--- config.mk ---
export PLATFORM = sky130hd
export DESIGN_NAME = piso_tx_ctrl
export DESIGN_NICKNAME = d
export VERILOG_FILES = /design/src/rtl/piso_tx_ctrl_pkg.sv /design/src/rtl/piso_tx_ctrl_reg.sv /design/src/rtl/piso_tx_ctrl.sv
export SDC_FILE = /design/constraint.sdc
export NUM_CORES = 1
export LEC_CHECK = 0
export CAP_MARGIN = 20
export CORE_MARGIN = 4
export CORE_UTILIZATION = 54
export CTS_CLUSTER_SIZE = 12
export DETAILED_ROUTE_END_ITERATION = 8
export PLACE_DENSITY = 0.8
export SLEW_MARGIN = 30
export SYNTH_ARGS = -nofsm -noshare
export SYNTH_HDL_FRONTEND = slang
export SYNTH_SLANG_ARGS = --single-unit
--- constraint.sdc ---
create_clock -name clk -period 4.25 [get_ports clk]
set_clock_uncertainty 0.05 [all_clocks]
set_input_delay 0.85 -clock clk [delete_from_list [all_inputs] [get_ports clk]]
set_output_delay 0.85 -clock clk [all_outputs]
set_load 0.02 [all_outputs]
--- src/rtl/piso_tx_ctrl_pkg.sv ---
`default_nettype none
// +----------------------------------------------------------------------------+
// | piso_ctrl_pkg : shared state encoding and register control codes           |
// | Revision: 1.0                                                              |
// +----------------------------------------------------------------------------+
package piso_ctrl_pkg;

  typedef enum logic [1:0] {
    IDLE  = 2'd0,
    LOAD  = 2'd1,
    SHIFT = 2'd2,
    DONE  = 2'd3
  } piso_state_t;

  localparam logic LS_LOAD  = 1'b0;
  localparam logic LS_SHIFT = 1'b1;

endpackage
`default_nettype wire

--- src/rtl/piso_tx_ctrl_reg.sv ---
`default_nettype none
// +----------------------------------------------------------------------------+
// | piso_reg : parallel-load, MSB-first shift register with enable             |
// | Revision: 1.0                                                              |
// +----------------------------------------------------------------------------+
module piso_reg
  import piso_ctrl_pkg::*;
#(
  parameter int WIDTH = 4
) (
  input  logic             clk,
  input  logic             rst,
  input  logic             en,
  input  logic             ls,
  input  logic             d,
  input  logic [WIDTH-1:0] dp,
  output logic [WIDTH-1:0] q
);

  always_ff @(posedge clk or posedge rst) begin
    if (rst) begin
      q <= '0;
    end else if (en) begin
      if (ls == LS_LOAD) begin
        q <= dp;
      end else begin
        q <= {q[WIDTH-2:0], d};
      end
    end
  end

endmodule
`default_nettype wire

--- src/rtl/piso_tx_ctrl.sv ---
`default_nettype none
// +----------------------------------------------------------------------------+
// | piso_tx_ctrl : valid/ready word intake, MSB-first serial stream, done pulse|
// | Revision: 1.0                                                              |
// +----------------------------------------------------------------------------+
module piso_tx_ctrl
  import piso_ctrl_pkg::*;
#(
  parameter int WIDTH = 4
) (
  input  logic             clk,
  input  logic             rst,
  input  logic             in_valid,
  input  logic [WIDTH-1:0] in_data,
  output logic             in_ready,
  output logic             ser_out,
  output logic             ser_valid,
  input  logic             ser_ready,
  output logic             busy,
  output logic             done
);

  localparam int CW = $clog2(WIDTH + 1);
  localparam logic [CW-1:0] c_last = CW'(WIDTH - 1);

  piso_state_t      r_state, w_state_nxt;
  logic [CW-1:0]    r_count, w_count_nxt;
  logic [WIDTH-1:0] r_word;
  logic [WIDTH-1:0] w_q;
  logic             w_en, w_ls, w_capture;
  logic             w_unused_q;

  assign w_capture = in_valid & in_ready;

  always_ff @(posedge clk or posedge rst) begin
    if (rst) begin
      r_state <= IDLE;
      r_count <= '0;
      r_word  <= '0;
    end else begin
      r_state <= w_state_nxt;
      r_count <= w_count_nxt;
      if (w_capture) begin
        r_word <= in_data;
      end
    end
  end

  always_comb begin
    w_state_nxt = r_state;
    w_count_nxt = r_count;
    w_en        = 1'b0;
    w_ls        = LS_SHIFT;
    in_ready    = 1'b0;
    ser_valid   = 1'b0;
    busy        = 1'b0;
    done        = 1'b0;
    case (r_state)
      IDLE: begin
        in_ready = 1'b1;
        if (in_valid) w_state_nxt = LOAD;
      end
      LOAD: begin
        w_en        = 1'b1;
        w_ls        = LS_LOAD;
        w_count_nxt = '0;
        busy        = 1'b1;
        w_state_nxt = SHIFT;
      end
      SHIFT: begin
        ser_valid = 1'b1;
        busy      = 1'b1;
        // The counter parks at the last index rather than wrapping.
        if (ser_ready) begin
          w_en = 1'b1;
          w_ls = LS_SHIFT;
          if (r_count == c_last) w_state_nxt = DONE;
          else                   w_count_nxt = r_count + CW'(1);
        end
      end
      DONE: begin
        done        = 1'b1;
        in_ready    = 1'b1;
        w_state_nxt = in_valid ? LOAD : IDLE;
      end
      default: w_state_nxt = IDLE;
    endcase
  end

  piso_reg #(.WIDTH(WIDTH)) u_reg (
    .clk (clk),
    .rst (rst),
    .en  (w_en),
    .ls  (w_ls),
    .d   (1'b0),
    .dp  (r_word),
    .q   (w_q)
  );

  assign ser_out    = ser_valid & w_q[WIDTH-1];
  assign w_unused_q = ^w_q[WIDTH-2:0];

endmodule
`default_nettype wire

=== Word level (Yosys, flattened, before mapping) ===
Index checks and enable logic that the tools add are counted.
W data, S select, Z words.

* Add/sub/neg operators: 1
* Bitwise gates (word level): 2
* Multiplexer cells: 15
* Reduce and logical (&&, ||, !) cells: 6
* Equal/unequal tests: 8

{| class="wikitable"
|+ Operators by type and width
! operator !! number
|-
| $ne A2 B2 Y1 const B || 4
|-
| $pmux W2 S4 || 1
|-
| $mux W1 || 6
|-
| $mux W2 || 3
|-
| $mux W3 || 2
|-
| $pmux W3 S2 || 1
|-
| $reduce_and A3 Y1 || 2
|-
| $eq A2 B2 Y1 const B || 2
|-
| $mux W4 || 1
|-
| $reduce_or A2 Y1 || 2
|-
| $add A3 B1 Y3 const B || 1
|-
| $eq A3 B2 Y1 const B || 1
|-
| $and A1 B1 Y1 || 2
|-
| $eq A2 B1 Y1 const B || 1
|-
| $logic_not A2 Y1 || 1
|-
| $pmux W1 S2 || 1
|-
| $reduce_bool A2 Y1 || 1
|}

* Input bits: 8
* Flip-flop bits (word level): 13
* Output and inout port bits: 5

=== Longest topological paths before layout ===
* Depth in word-level cells: 4
* Mapped depth: 5
* Depth with buffers taken out: 5

=== Cells and area by module ===
From an unflattened synthesis, not the netlist that was laid out.

* Cell total of the unflattened synthesis: 68
* Area, all modules: 738.2 um2

{| class="wikitable"
|+ Modules (own cells, without submodules)
! module !! times used !! area an instance (um2) !! cells each !! seq. area each (um2)
|-
| piso_tx_ctrl || 1 || 550.5 || 49 || 225.2
|-
| piso_reg || 1 || 187.7 || 19 || 100.1
|}

=== Least setup slack after synthesis ===
Ideal clock, no wire load.

* Kind: register -> output
* Start: register r_state[1]
* End: output in_ready
* Setup slack: 2202 ps
* Data required time: 3350 ps
* Arrival: 1148 ps
* Cell stages (with the launch flop): 4
* Cell sequence: dfrtp_1 inv_1 ha_1 inv_1

* Longest elaborated chain between the ends: 3

{| class="wikitable"
|+ RTL lines
! element !! line !! source
|-
| from (decl) || piso_tx_ctrl.sv:26 || <nowiki>piso_state_t r_state, w_state_nxt;</nowiki>
|-
| from (signal assigned) || piso_tx_ctrl.sv:41 || <nowiki>r_state <= w_state_nxt;</nowiki>
|-
| $eq A2 B2 Y1 or $logic_not A2 Y1 (tied branches) || piso_tx_ctrl.sv:58 || <nowiki>case (r_state)</nowiki>
|-
| $reduce_or A2 Y1 (no source line) (*) || n/a ||
|-
| $mux W1 (*) || piso_tx_ctrl.sv:58 ||
|-
| to (decl) || piso_tx_ctrl.sv:15 || <nowiki>output logic in_ready,</nowiki>
|}

Mark *: on every way between the ends. The rest lies on a longest branch, timed or not.

=== Final worst setup path ===
* Start: register r_state[0]
* End: output in_ready

Same word-level chain as after synthesis.

==> reports/metrics.cfg <==
[run_status]
status=complete, no violations

[clocking]
numCtsBuffers=3
cts-root-buf=clkbuf_4
htreeDepth=1
clock_latency_ns=0.28
clock_sinks=13
post_cts_buffers=0
clk_pin_slew_worst_paths_ns=0.07
cts_max_path_buffers=2
cts_tree=built
ctsHoldBuffers=0
ctsResizeCount=0

[layout]
multi_input_area_um2=405
seqCellArea_um2=325
antenna_cells=0
final_net_count=92
area_delta_synth_final_pct=21.8
drive_gt1_share_pct=20.0
fillers=99

[route]
via_count=477
drt-vias-per-instance=5.30
first_pass_iters=2
drc=0
ant_nets=0
wirelength_um=1230
wire_per_inst_um=13.7
drt-initial-drc-count=1

[placement]
gp_congestion=0.740
io_buffer_count=12
hpwl_um=1010

[floorplan]
die_height_um=45.4
initial_utilization_pct=57.5
dieArea_um2=2060
die_x_um=45.4
io_pins=13
fp-row-count=13
core_um2=1320

[setup_path]
critPathLaunch=r_state[0]
cp.arrival_ns=1.89
r2r_cells=4
reg2reg_slack_ns=2.56
critical_path.max_fanout=6
path_buf_inv=3
cp_top_family=buffers and inverters
startpoint_type=flip-flop
critical_path_class=reg -> out
worstPathRequired_ns=3.35
slowest_stage=clkdlybuf4s50_1
cp-end-kind=output port
slowest_delay_ns=0.60
crit_chain=inv_1 > ha_1 > inv_1 > clkdlybuf4s50_1
reg2reg_from=r_state[1]
r2r_end=u_reg.q[2]
cp_common_cell=inv_1

[timing]
tightest_slew_ns=0.477
setup_viol=0
hold_violations=0
fmax_mhz=358
worst_slew_margin_rel_pct=68.1
period_needed_ns=2.79
rsz0062_at_grt=no
post-route-period-util_pct=65.8
slew_violations=0
setup_tns_ns=0

[global_route]
antenna_found_initial=0
grt_pass1_vias=485
grt_max_degree=14
grt_pass1_wl_um=2100
grt-ovfl-total=0
grt.total_usage_pct=15.3

[worst_hold_path]
min_path_type=reg -> reg
min_from=u_reg.q[0]
min_path_cells=1
hold_path_end=u_reg.q[0]

[synthesis]
synth-seq-area-share_pct=43.0
synth_seq_cells=13
synthesis.area_um2=757
syn_area_per_cell_um2=12.8
syn_nets=75
netlist_instances=59
ys.warnings.count=0
ys_types=20

[power_and_ir_drop]
powerDensity_nw_per_um2=801
leakage_nw=0.452
ir_drop_mv=0.407
p_total_uw=738

[run]
max-cap-violations=0

## per-layer routing
layer | routed length, um | track usage, %
met1 | 515 | 16.2
met5 | 0 | 0
met3 | 81 | 7.91
met4 | 31 | 8.77
met2 | 603 | 24.2
## worst max path at each step
stage | cells past startpoint | slack, ns | to
4_1_cts | 4 | 1.44 | in_ready
5_1_grt | 4 | 1.33 | ser_out
2_1_floorplan | 3 | 2.20 | in_ready
6_report | 4 | 1.46 | in_ready
3_3_place_gp | 4 | 1.79 | in_ready
3_5_place_dp | 4 | 1.75 | in_ready
## cell usage in the layout, fill, tap and decap left out
cell type,synthesis,layout
a211o_1,1,1
a21o_4,1,1
a2bb2oi_1,1,1
a2bb2oi_2,1,1
a32o_1,1,1
and2_1,1,1
clkbuf_1,0,1
clkbuf_4,0,3
clkdlybuf4s50_1,0,12
dfrtp_1,13,13
ha_1,8,8
inv_1,7,7
mux2_1,3,3
mux2_2,4,4
mux2_4,4,4
mux2i_1,3,3
nand2_1,2,2
nand2_4,1,1
nand2b_1,4,4
nand3_1,1,1
nor2b_1,1,1
nor2b_2,1,1
o2111ai_1,1,1
## final cells by class
cell class	count	share of cell area, %
sequential	13	35.3
multi-input combinational	39	44.0
tap	15	2.04
clock buffer	4	2.85
timing repair buffer	12	13.0
inverter	7	2.85
## metrics by stage
step	cell area [um2]	util [%]	setup slack (ns)	std cells	hold slack (ns)
2_1_floorplan	757	-	2.20	59	0.409
3_3_place_gp	896	68.0	1.79	86	0.433
3_5_place_dp	896	68.0	1.75	86	0.437
4_1_cts	922	70.0	1.44	90	0.453
5_1_grt	922	70.0	1.33	90	0.471
6_report	922	70.0	1.46	90	0.445
## Yosys cell counts
library cell  instances  share of area, %
a211o_1               1               1.2
a21o_4                1               2.0
a2bb2oi_1             1               1.2
a2bb2oi_2             1               2.0
a32o_1                1               1.3
and2_1                1              0.83
dfrtp_1              13                43
ha_1                  8                13
inv_1                 7               3.5
mux2_1                3               4.5
mux2_2                4               5.9
mux2_4                4               7.9
mux2i_1               3               4.0
nand2_1               2              0.99
nand2_4               1               1.5
nand2b_1              4               3.3
nand3_1               1              0.66
nor2b_1               1              0.83
nor2b_2               1               1.2
o2111ai_1             1               1.2
## worst register-to-register path, stage by stage, from the launching register on
cell and delay, ns:
dfrtp_1 0.43, inv_1 0.14, ha_1 0.33, mux2_1 0.37, mux2_4 0.27
## cell families (layout without fill, tap and decap cells)
logic type	Yosys count	after routing	share of synthesized area, %
mux	14	14	22.3
flops	13	13	43.0
simple gates	11	11	9.26
fa+ha+maj	8	8	13.2
buf+inv	7	23	3.47
compound gates	6	6	8.76
## where the power goes
group          internal (mW)  total [mW]  switching, mW
registers              0.181       0.216         0.0343
clock network         0.0365      0.0753         0.0388
logic                  0.237       0.447          0.210
## sequential cells by signal (all words and copies together) (netlist names)
register  flops
r_word        4
r_state       2
u_reg.q       4
r_count       3
No activity file was read; power rests on OpenSTA's default activity.
